[config.mk]
export PLATFORM = sky130hd
export DESIGN_NAME = sram_play_reader
export DESIGN_NICKNAME = d
export VERILOG_FILES = /design/src/rtl/sram_play_reader.sv
export SDC_FILE = /design/constraint.sdc
export NUM_CORES = 1
export LEC_CHECK = 0
export ABC_CLOCK_PERIOD_IN_PS = 8700
export BUFFER_PORTS_ARGS = -buffer_cell sky130_fd_sc_hd__buf_4
export CORE_UTILIZATION = 47
export DETAILED_ROUTE_END_ITERATION = 10
export PLACE_DENSITY = 0.81
export SYNTH_ARGS = -nofsm -noshare
export SYNTH_HDL_FRONTEND = slang
export SYNTH_SLANG_ARGS = --single-unit
[constraint.sdc]
create_clock -name i_clk -period 8.7 [get_ports i_clk]
set_input_delay 1.305 -clock i_clk [delete_from_list [all_inputs] [get_ports i_clk]]
set_output_delay 1.305 -clock i_clk [all_outputs]
set_load 0.005 [all_outputs]
[src/rtl/sram_play_reader.sv]
// sram_play_reader: fetches recorded 16-bit samples back out of external SRAM
// and hands them one per request to the DAC/I2S transmitter.
// Fast playback skips ahead by a stride. Slow playback repeats each stored
// sample several times.
// Optional build macro SRAM_PLAY_INTERP_EN: slow playback produces a linear
// ramp from the previous base sample to the current one instead of holding
// the current sample.
module sram_play_reader #(
  parameter int ADDR_W = 20,
  parameter int DATA_W = 16
) (
  input  logic              i_clk,
  input  logic              i_rst_n,
  input  logic [2:0]        i_state,
  input  logic              i_fast,
  input  logic [3:0]        i_speed,
  input  logic [ADDR_W-1:0] i_end_addr,
  input  logic              i_sample_req,
  input  logic [DATA_W-1:0] i_sram_data,
  output logic [ADDR_W-1:0] o_sram_addr,
  output logic [4:0]        o_sram_ctrl,
  output logic [DATA_W-1:0] o_data,
  output logic              o_data_valid,
  output logic              o_play_finished
);

  // Encodings of the recorder's top-level FSM state.
  localparam logic [2:0] TOP_IDLE = 3'd0;
  localparam logic [2:0] TOP_PLAY = 3'd1;

  typedef enum logic [1:0] {
    S_IDLE  = 2'd0,
    S_FETCH = 2'd1,
    S_CAPT  = 2'd2
  } fsm_t;

  fsm_t              state_reg, state_next;
  logic [ADDR_W-1:0] addr_reg, addr_next;
  logic [2:0]        cnt_reg, cnt_next;
  logic [DATA_W-1:0] cur_reg, cur_next;
  logic [DATA_W-1:0] data_reg, data_next;
  logic              valid_reg, valid_next;
  logic              finished_reg, finished_next;

  logic [3:0]        speed_eff;
  logic [3:0]        cnt_plus;
  logic [3:0]        step;
  logic [ADDR_W:0]   addr_plus;
  logic [DATA_W-1:0] cap_sample;
  logic              last_repeat;

`ifdef SRAM_PLAY_INTERP_EN
  logic [DATA_W-1:0]        prev_reg, prev_next;
  logic signed [DATA_W:0]   interp_diff;
  logic signed [DATA_W+5:0] interp_prod;
  logic signed [DATA_W+5:0] interp_quot;
  logic [DATA_W-1:0]        interp_val;
  logic                     unused_quot_bits;
`endif

  // Speed factor: 0 behaves as 1, anything above 8 saturates at 8.
  always_comb begin
    speed_eff = i_speed;
    if (i_speed == 4'd0) begin
      speed_eff = 4'd1;
    end else if (i_speed > 4'd8) begin
      speed_eff = 4'd8;
    end
  end

  // Capture-cycle helpers: which sample is presented, where the next base sample lives.
  always_comb begin
    cnt_plus    = {1'b0, cnt_reg} + 4'd1;
    last_repeat = (cnt_plus >= speed_eff);
    step        = i_fast ? speed_eff : 4'd1;
    // Widened by one bit so stepping past the top of the address space is seen, not wrapped.
    addr_plus   = {1'b0, addr_reg} + {{(ADDR_W-3){1'b0}}, step};
    // Fresh SRAM word on a new base sample; otherwise replay the held one.
    cap_sample  = (i_fast || (cnt_reg == 3'd0)) ? i_sram_data : cur_reg;
  end

`ifdef SRAM_PLAY_INTERP_EN
  // Linear ramp prev + (cur-prev)*(cnt+1)/speed, signed, division truncating toward zero.
  always_comb begin
    interp_diff      = $signed({cap_sample[DATA_W-1], cap_sample}) -
                       $signed({prev_reg[DATA_W-1], prev_reg});
    interp_prod      = $signed({{5{interp_diff[DATA_W]}}, interp_diff}) *
                       $signed({{(DATA_W+2){1'b0}}, cnt_plus});
    interp_quot      = interp_prod / $signed({{(DATA_W+2){1'b0}}, speed_eff});
    // The quotient always lies between 0 and diff, so its low bits are enough.
    interp_val       = prev_reg + interp_quot[DATA_W-1:0];
    unused_quot_bits = ^interp_quot[DATA_W+5:DATA_W];
  end
`endif

  // Next-state and datapath update for the fetch/capture sequence.
  always_comb begin
    state_next    = state_reg;
    addr_next     = addr_reg;
    cnt_next      = cnt_reg;
    cur_next      = cur_reg;
    data_next     = data_reg;
    valid_next    = 1'b0;
    finished_next = finished_reg;
`ifdef SRAM_PLAY_INTERP_EN
    prev_next     = prev_reg;
`endif

    case (state_reg)
      S_IDLE: begin
        // Requests are honoured only while playing and not yet at the end.
        if (i_sample_req && (i_state == TOP_PLAY) && !finished_reg) begin
          state_next = S_FETCH;
        end
      end

      S_FETCH: begin
        // Address is already on the pins; give the SRAM one cycle to respond.
        state_next = S_CAPT;
      end

      S_CAPT: begin
        state_next = S_IDLE;
        valid_next = 1'b1;
        cur_next   = cap_sample;
        data_next  = cap_sample;
        if (i_fast) begin
          // Stride mode: every request is a new base sample.
          cnt_next = 3'd0;
`ifdef SRAM_PLAY_INTERP_EN
          prev_next = cap_sample;
`endif
        end else begin
`ifdef SRAM_PLAY_INTERP_EN
          data_next = interp_val;
`endif
          if (last_repeat) begin
            cnt_next = 3'd0;
`ifdef SRAM_PLAY_INTERP_EN
            prev_next = cap_sample;
`endif
          end else begin
            cnt_next = cnt_reg + 3'd1;
          end
        end
        // Move to the next base sample, or stop at the recorded end.
        if (i_fast || last_repeat) begin
          if (addr_plus > {1'b0, i_end_addr}) begin
            finished_next = 1'b1;
          end else begin
            addr_next = addr_plus[ADDR_W-1:0];
          end
        end
      end

      default: begin
        state_next = S_IDLE;
      end
    endcase

    // Top FSM back in IDLE rewinds playback immediately, abandoning any fetch.
    if (i_state == TOP_IDLE) begin
      state_next    = S_IDLE;
      addr_next     = '0;
      cnt_next      = 3'd0;
      valid_next    = 1'b0;
      finished_next = 1'b0;
`ifdef SRAM_PLAY_INTERP_EN
      prev_next     = '0;
`endif
    end
  end

  // State register; synchronous active-low reset discards any pending fetch.
  always_ff @(posedge i_clk) begin
    if (!i_rst_n) begin
      state_reg    <= S_IDLE;
      addr_reg     <= '0;
      cnt_reg      <= 3'd0;
      cur_reg      <= '0;
      data_reg     <= '0;
      valid_reg    <= 1'b0;
      finished_reg <= 1'b0;
    end else begin
      state_reg    <= state_next;
      addr_reg     <= addr_next;
      cnt_reg      <= cnt_next;
      cur_reg      <= cur_next;
      data_reg     <= data_next;
      valid_reg    <= valid_next;
      finished_reg <= finished_next;
    end
  end

`ifdef SRAM_PLAY_INTERP_EN
  // Previous base sample, the starting point of the interpolation ramp.
  always_ff @(posedge i_clk) begin
    if (!i_rst_n) begin
      prev_reg <= '0;
    end else begin
      prev_reg <= prev_next;
    end
  end
`endif

  assign o_sram_addr     = addr_reg;
  // Read-only access: WE_N high, chip/output/byte enables all active.
  assign o_sram_ctrl     = 5'b10000;
  assign o_data          = data_reg;
  assign o_data_valid    = valid_reg;
  assign o_play_finished = finished_reg;

endmodule

==> run summary <==
Outcome = complete, but fails checks
Violated checks = DRC
Largest family of logic cells by synthesized area = simple AND/OR/NAND/NOR gates
Max cap viols = 0
CP top delay family = simple AND/OR/NAND/NOR gates
Vias in the first global route = 2441
WHS Path Cells = 1
Hold Path End = state_reg[1]
Adder-cell share of the synthesized area = 0.138
Reg area = 861 um^2
Die Ht = 80.1 um
Worst r2r path cells = 15
Pwr dens = 103 nW/um^2
Critical Path Most Common Cell = nor2_1
IO Pins = 90
Max reg flops = 20
GPL Wtd Cong = 0.799
Buffers on Ports = 84
DRT Pass-1 Iters = 7
Via density = 5.33
CTS resizes = 0
Routed Wire Length = 6.73 mm
Commonest non-fill, non-tap cell in the layout = buf_4
Worst r2r src = o_sram_addr[0]
Largest net degree at the start of global routing = 35
Placement Cell Area = 3520 um^2
Worst Path Arrival = 5.69 ns
Synth Area in Compound Gates = 0.126
Post-CTS setup repair buffer count = 0
Reg clk slew, reported paths = 0.08 ns
Slew HR = 0.305
Initial antenna violation count = 0
DRC Markers = 1
P_leak = 1.75 nW
Core Region = 5920 um^2
Area Growth Syn to Fin = 25.9%
Largest cells by area after synthesis = dfxtp_1, ha_1, mux2i_1, xnor2_1, nor2b_1
Worst-path cell chain = buf_4, nor2_1, nor2_1, o21ai_0, ha_1, fa_1, a21o_1, a21oi_1, nor2_1, nand3_1, xnor2_1, ha_1, nand3_1, nor2_1, or4_1, a311oi_2, o21ai_2, or3_1, a21oi_1
Maximum clock rate = 183 MHz
WS Path Type = input port to flop
Top-area cell type share of the netlist area = 0.300
Sink Count = 43
Fin area = 3610 um^2
HPWL after DPL = 5.19 mm
Multi-input logic area = 1820 um^2
GR Util All Layers = 0.215
Cell taking the most area after synthesis = dfxtp_1
N_diodes = 0
CP bufs+invs = 1
Setup TNS = 0 ns
Critical path launch point type = input port
Initial DRC count = 175
Hold_buf cts = 0
Syn. warnings = 0
Post-synthesis mux area share = 0.0593
Root buffer cell = clkbuf_8
Fin. max-slew vios = 0
Synth cell types = 44
RSZ-0062 raised after global routing = no
XOR/XNOR share of the synthesized area = 0.0641
Final Skew = 0.00748 ns
R2R Setup Slk = 4.22 ns
# setup viols final = 0
First-pass GRT wire length = 10.9 mm
Final Hold Fails = 0
Most used DFF post-synth = dfxtp_1
Critical Path Slowest Stage Cell = or4_1
Crit-path max cell delay = 0.59 ns
Fillers = 536
Die footprint = 6420 um^2
Fin crit share = 0.628
Post-synthesis sequential area ratio = 0.300
Hold Path Class = flop to flop
TritonCTS clock tree = built
Required time worst endpoint = 8.93 ns
Maximum clock path buffer count = 2
Routed length per instance = 13.5 um
Num CTS Buffers = 5
Simple-Gate Fraction of Synth Area = 0.238
Post-synth EDFFs = 0
Hold Crit Start = state_reg[1]
FFs w/ async S/R, synth = 0
Synth Cell Area = 2870 um^2
Seq cells post-synth = 43
Worst Max-Slew Pin Slew = 1.04 ns
Crit. path cell count = 19
CTS H-tree depth = 2
Die width = 80.1 um
Later-pin clock latency in the skew report = 0.30 ns
Worst r2r dst = o_sram_addr[11]
Vias = 2667
CP Capture Type = flop
Post-Synthesis Cells = 344
Mapped Avg Cell Area = 8.34 um^2
Peak VDD IR = 0.0656 mV
Number of nets in the layout = 502
Initial core utilization = 0.485
Most frequent cells in the layout = buf_4, dfxtp_1, ha_1
Share of layout cells above drive strength 1 = 0.247
Post-DRT Antenna Nets = 0
Overflow after GRT = 0
Period minus WS final = 5.46 ns
Max FO, Critical Path = 34
# rows = 28
==> cell usage after synthesis (2+ instances only) <==
| cell type | count |
|---|---|
| o21ai_0 | 19 |
| nand3_1 | 15 |
| buf_2 | 2 |
| o21ai_2 | 3 |
| or3_1 | 14 |
| buf_4 | 5 |
| nand4_1 | 5 |
| dfxtp_1 | 43 |
| xnor2_1 | 17 |
| mux2i_1 | 17 |
| or2_2 | 2 |
| a31o_2 | 2 |
| a21oi_1 | 27 |
| and3_1 | 5 |
| o31a_1 | 2 |
| and2_1 | 4 |
| nand2_1 | 24 |
| o21ai_1 | 3 |
| xor2_1 | 4 |
| nand2b_1 | 3 |
| nor3_1 | 6 |
| nor2b_1 | 22 |
| nor2_1 | 15 |
| nor3b_1 | 2 |
| ha_1 | 30 |
| o31ai_1 | 2 |
| conb_1 | 2 |
| inv_1 | 28 |
| and4_1 | 2 |
| clkbuf_1 | 5 |
==> cell type report <==
| cell class | instances | area share |
|---|---|---|
| repair buffers | 85 | 0.177 |
| clock inverters | 3 | 0.00658 |
| multi-input cells | 261 | 0.504 |
| inverters | 28 | 0.0291 |
| well taps | 75 | 0.0260 |
| clock buffers | 5 | 0.0191 |
| flip-flops and latches | 43 | 0.238 |
==> stage by stage <==
stage | hold WS (ns) | power (mW) | util | setup WS (ns) | std cells
2_1_floorplan | 0.413 | 0.223 | - | 3.80 | 347
5_1_grt | 0.484 | 0.389 | 0.610 | 2.84 | 500
3_3_place_gp | 0.426 | 0.243 | 0.594 | 3.17 | 492
3_5_place_dp | 0.437 | 0.245 | 0.594 | 2.99 | 492
6_report | 0.448 | 0.372 | 0.610 | 3.24 | 500
4_1_cts | 0.449 | 0.374 | 0.610 | 3.30 | 500
==> kinds of logic (layout without fill, tap and decap cells) <==
group,Yosys count,count (layout)
muxes,17,17
other,2,5
AOI/OAI and AO/OA,62,62
xor gates and xnor gates,21,21
DFF,43,43
adders and majority gates,31,31
and+or+nand+nor,125,125
buffers and inverters,43,121
==> routing by layer <==
metal  vias up  part of all wire  track usage
met5         -                 0            0
met4         0             0.013       0.0589
met2        98              0.48        0.370
li1       1333                 -            -
met3         9             0.072       0.0386
met1      1227              0.43        0.273
==> how the worst max path moves through the flow <==
stage,from,to,slack [ns]
4_1_cts,i_speed[1],o_sram_addr[5],3.30
2_1_floorplan,i_speed[1],o_sram_addr[11],3.80
5_1_grt,i_speed[1],o_sram_addr[12],2.84
3_5_place_dp,i_speed[1],o_sram_addr[5],2.99
3_3_place_gp,i_speed[1],o_sram_addr[8],3.17
6_report,i_speed[1],o_sram_addr[11],3.24
==> power by group <==
part / internal (mW) / switching (mW) / leakage, nW
logic: 0.0232 / 0.0196 / 1.36
registers: 0.197 / 0.000401 / 0.346
clock network: 0.0574 / 0.0737 / 0.0408
total: 0.278 / 0.0937 / 1.75
Power figures use the tool's default switching activity.
